===== config.mk =====
export PLATFORM = sky130hd
export DESIGN_NAME = alu_arbiter
export DESIGN_NICKNAME = d
export VERILOG_FILES = /design/src/rtl/alu_arbiter.sv
export SDC_FILE = /design/constraint.sdc
export NUM_CORES = 1
export LEC_CHECK = 0
export ABC_AREA = 0
export CAP_MARGIN = 40
export CORE_MARGIN = 5
export CORE_UTILIZATION = 28
export CTS_BUF_LIST = sky130_fd_sc_hd__clkbuf_4 sky130_fd_sc_hd__clkbuf_8 sky130_fd_sc_hd__clkbuf_16
export DETAILED_ROUTE_END_ITERATION = 12
export GPL_TIMING_DRIVEN = 0
export HOLD_SLACK_MARGIN = 0.06
export PLACE_DENSITY_LB_ADDON = 0.3
export SLEW_MARGIN = 20
export SYNTH_ARGS = -nofsm -noshare
export SYNTH_HDL_FRONTEND = slang
export SYNTH_SLANG_ARGS = --single-unit
export TNS_END_PERCENT = 100

===== constraint.sdc =====
create_clock -name clock -period 2.15 [get_ports clock]
set_clock_uncertainty 0.15 [all_clocks]
set_input_delay 0.3225 -clock clock [delete_from_list [all_inputs] [get_ports clock]]
set_output_delay 0.3225 -clock clock [all_outputs]
set_load 0.05 [all_outputs]

===== src/rtl/alu_arbiter.sv =====
// Round-robin arbiter that time-shares one multi-cycle ALU among four requesters.
// It sequences each transaction through grant, start pulse, busy window, ack pulse and release.
module alu_arbiter #(
  parameter int LATENCY = 2,
  parameter int CNT_W   = 4
) (
  input  logic       clock,
  input  logic       reset,
  input  logic [3:0] req,
  output logic [3:0] grant,
  output logic [1:0] sel,
  output logic       alu_start,
  output logic       busy,
  output logic [3:0] ack
);

  typedef enum logic [1:0] {
    IDLE    = 2'd0,
    BUSY    = 2'd1,
    RELEASE = 2'd2
  } state_t;

  state_t           state_reg;
  logic [CNT_W-1:0] cnt_reg;
  logic [1:0]       ptr_reg;

  logic [1:0] cand [4];
  logic [3:0] hit;
  logic [1:0] winner;

  // Scan order starts at the round-robin pointer and wraps modulo 4.
  for (genvar gi = 0; gi < 4; gi++) begin : g_scan
    assign cand[gi] = ptr_reg + 2'(gi);
    assign hit[gi]  = req[cand[gi]];
  end

  always_comb begin
    winner = ptr_reg;
    for (int i = 3; i >= 0; i--) begin
      if (hit[i]) begin
        winner = cand[i];
      end
    end
  end

  always_ff @(posedge clock or negedge reset) begin
    if (!reset) begin
      state_reg <= IDLE;
      cnt_reg   <= '0;
      ptr_reg   <= 2'd0;
      grant     <= 4'b0000;
      sel       <= 2'd0;
      alu_start <= 1'b0;
      ack       <= 4'b0000;
    end else begin
      case (state_reg)
        IDLE: begin
          if (|req) begin
            grant     <= 4'b0001 << winner;
            sel       <= winner;
            alu_start <= 1'b1;
            cnt_reg   <= CNT_W'(LATENCY - 1);
            state_reg <= BUSY;
          end
        end
        BUSY: begin
          alu_start <= 1'b0;
          if (cnt_reg != '0) begin
            cnt_reg <= cnt_reg - CNT_W'(1);
          end else begin
            ack       <= grant;
            state_reg <= RELEASE;
          end
        end
        RELEASE: begin
          // The owner drops to lowest priority for the next arbitration.
          ack       <= 4'b0000;
          grant     <= 4'b0000;
          ptr_reg   <= sel + 2'd1;
          state_reg <= IDLE;
        end
        default: begin
          state_reg <= IDLE;
        end
      endcase
    end
  end

  assign busy = |grant;

endmodule


Word-level counts from Yosys, hierarchy flattened --
Index checks and enable logic that the tools add are counted. W data, S select, Z words.
Word-level totals: register bits 19, output and inout port bits 12
Cells by class: $add $sub $neg 5, $lt $le $gt $ge 4, equal/unequal tests 5, shift-type cells 1, multiplexer cells 24, reduce and logical (&&, ||, !) cells 13
Operators by type and width (number):
- $pmux W4 S2 | 3
- $mux W4 | 4
- $lt A2 B3 Y1 const B | 4
- $mux W2 | 6
- $reduce_and A2 Y1 | 5
- $bmux W1 S2 | 4
- $reduce_or A4 Y1 | 2
- $ne A2 B2 Y1 const B | 3
- $reduce_bool A2 Y1 | 3
- $mux W1 | 5
- $add A2 B1 Y2 const B | 2
- $add A2 B2 Y2 const B | 2
- $pmux W2 S2 | 1
- $reduce_bool A4 Y1 | 1
- $shl A1 B2 Y4 const A | 1
- $sub A4 B1 Y4 const B | 1
- $reduce_and A3 Y1 | 1
- $eq A2 B1 Y1 const B | 1
- $eq A2 B2 Y1 const B | 1
- $logic_not A2 Y1 | 1
- $pmux W1 S2 | 1

Depth between registers and ports, before layout --
word-level depth 10, depth in mapped cells 7

Worst setup path before layout --
Ideal clock, no wire load.
path kind register to output, from register grant[3], to output port busy, data arrival time 1196 ps, data required time 1678 ps, slack 482 ps, stages on the path, launching flop included 3, cells stage by stage dfrtp_1 -> inv_1 -> nand4_1
Between the ends: cells in the longest elaborated chain, start to end 1
Ends and longest elaborated chain:
- from (decl) | line 10 | output logic [3:0] grant,
- from (signal assigned) | line 59 | grant <= 4'b0001 << winner;
- $reduce_or A4 Y1 | line 89 | assign busy = |grant;
- to (decl) | line 13 | output logic busy,
Every way passes these cells.

Worst setup path in the final report --
from register grant[0], to output port busy
Same word-level chain as after synthesis.

==> out/metrics.cfg <==
[outcome]
outcome=finished clean

[yosys]
syn-cell-area_sq_um=1030
synth_area_leaders=dfrtp_1 (46%), o21ai_0 (4.9%), inv_1 (4.8%)
synth_flop_cell=dfrtp_1
synth_top_cell_by_area=dfrtp_1
syn_nets=114
synthMuxAreaShare_pct=3.17
synth-compound-area-share_pct=21.1
synthArstFlopShare_pct=100
synth_simple_gate_area_share_pct=17.4
ys_ff_latch=19
synth-adder-area-share_pct=2.44
synth-xor-area-share_pct=0.854
yosysUniqueCellTypes=37
yosysTopAreaCellShare_pct=46.3
yosys_warnings=0
ys_seq_area_share_pct=46.3
postSynthCellCount=106
synth_top_family_by_area=compound AO/OA/AOI/OAI gates
synth_edf_count=0
syn_area_per_cell_sq_um=9.68

[routing]
postRouteAntennaNets=0
viasPerCell=4.72
wirelength_um=2200
wl_met2_um=1040
maxUsedRoutingLayer=met4
wl_met3_um=96
initialDrtViolationCount=26
drc=0
wirelength_met1_um=1040
wire_per_inst_um=12.6
vias=826
dr.pass1.iters=4

[grt]
grt_max_degree=14
grt_pass1_wl_um=3730
globalRouteOverflowTotal=0
grt_pass1_vias=809
antenna_found_initial=0
grt_usage_pct=9.20

[run]
drv_cap=0

[sta]
fmax_ghz=0.485
grt_setup_unrepaired=no
maxSlewViolCount=0
hold_ws_ps=192
setup_violations=0
fin_crit_ps=2060
hold_viol_final=0
slew_headroom_pct=59.3
worst_pin_slew_ps=606
finalCritPeriodShare_pct=96.0
tns_ps=0

[critical_path]
crit_required_ps=1680
cp-start-kind=flop
critPathArrivalTime_ps=1590
crit_type=flop to output port
endpoint_kind=output port
crit_fanout=3

[power_and_ir_drop]
p_per_area_nw_per_um2=1650
comb_power_share_pct=58.5
power_switching_mw=1.03
p_leak_nw=0.572
pwr-share-clk_pct=11.9
power_mw=2.16
seqPwrFrac_pct=29.6
switching_share_pct=47.4
ir_drop_v=0.000457
p_int_mw=1.14

[final_layout]
drive_gt1_share_pct=12.6
n_fill_cell=374
final_common_cell=dfrtp_1
layout.area.seq_sq_um=475
nets=136
synthToLayoutAreaGrowth_pct=27.7
diodes=0
instances_no_fill=175
fin_util_pct=36.3
layout_common_cells=dfrtp_1 (19), clkdlybuf4s50_1 (16), inv_1 (13), o21ai_0 (10), nand2_1 (8)
multiInputGateArea_sq_um=462

[clock_network]
cts_made_buffers=3
clockBufferDepth=2
cts.sink_count=19
clk_latency_ps=250
root_buffer=clkbuf_8
postCtsSetupRepairBufs=0
cts_tree=built
ctsResizeCount=0
cts.hold.buffers_added=0
path_clk_slew_ps=70
htree_levels=1

[placement]
gp_congestion=0.752
dpl.hpwl_um=1730
dp_cells=171
io_buffers=16

[min_path]
hp-class=primary input to asynchronous set/reset pin

[floorplanning]
fp-row-count=22
dieArea_sq_um=4970
io_pins=18
coreArea_sq_um=3610
fp.dieH_um=70.5
fp.dieW_um=70.5
start_util_pct=28.5

[power groups by stage]
stage	clock, mW	sequential (mW)	combinational [mW]
floorplan	0	0.923	0.624
global placement	0	0.644	1.25
detailed placement	0	0.650	1.27
CTS	0.266	0.643	1.28
global route	0.280	0.662	1.37
finish	0.257	0.641	1.27
[routing by layer]
| layer | vias up | GRT usage, % |
|---|---|---|
| met2 | 20 | 15.3 |
| met4 | 0 | 3.76 |
| li1 | 417 | - |
| met1 | 385 | 11.6 |
| met3 | 4 | 1.99 |
| met5 | - | 0 |
[final timing paths]
check / slack, ps / cells after the start / from / end
setup / recovery: 90 / 3 / grant[0] / busy
hold / removal: 190 / 1 / reset / state_reg[0]
setup reg to reg: 330 / 3 / state_reg[1] / sel[1]
hold reg to reg: 340 / 1 / cnt_reg[1] / cnt_reg[1]
max in group asynchronous: 1250 / 2 / reset / ack[2]
min in group clock: 340 / 1 / cnt_reg[1] / cnt_reg[1]
[cell families (layout without fill, tap and decap cells)]
family	count (synthesis)	count (layout)
flip-flops	19	19
AO/OA/AOI/OAI	32	32
multiplexers	3	3
buffers and inverters	18	39
XOR/XNOR	1	1
adder cells (fa/ha/maj)	2	2
AND/OR/NAND/NOR	31	31
[critical path, cell delays in order, from the launching register on]
cell and delay [ps]:
dfrtp_1 370, inv_1 70, nand4_1 90, clkdlybuf4s50_1 800
[cell type report]
class | instances | share of cell area [%]
Inverter | 14 | 4.20
Multi-Input combinational cell | 69 | 35.2
Timing Repair Buffer | 17 | 13.4
Buffer | 4 | 2.58
Sequential cell | 19 | 36.3
Tap cell | 48 | 4.58
Clock buffer | 4 | 3.72
[through the flow]
stage | cell area [sq um] | worst slack [ps]
after floorplan | 1030 | 482
after global placement | 1250 | -84.2
after detailed placement | 1260 | -133
after CTS | 1310 | 75.8
after global routing | 1310 | 21.8
final | 1310 | 87.0
[cell usage after synthesis (all sizes together), types with 3 or more instances]
master	number
inv	14
nor2	6
nand3	5
o21ai	10
buf	3
dfrtp	19
o22ai	3
nand2	9
a21oi	4
Power figures use the tool's default switching activity.
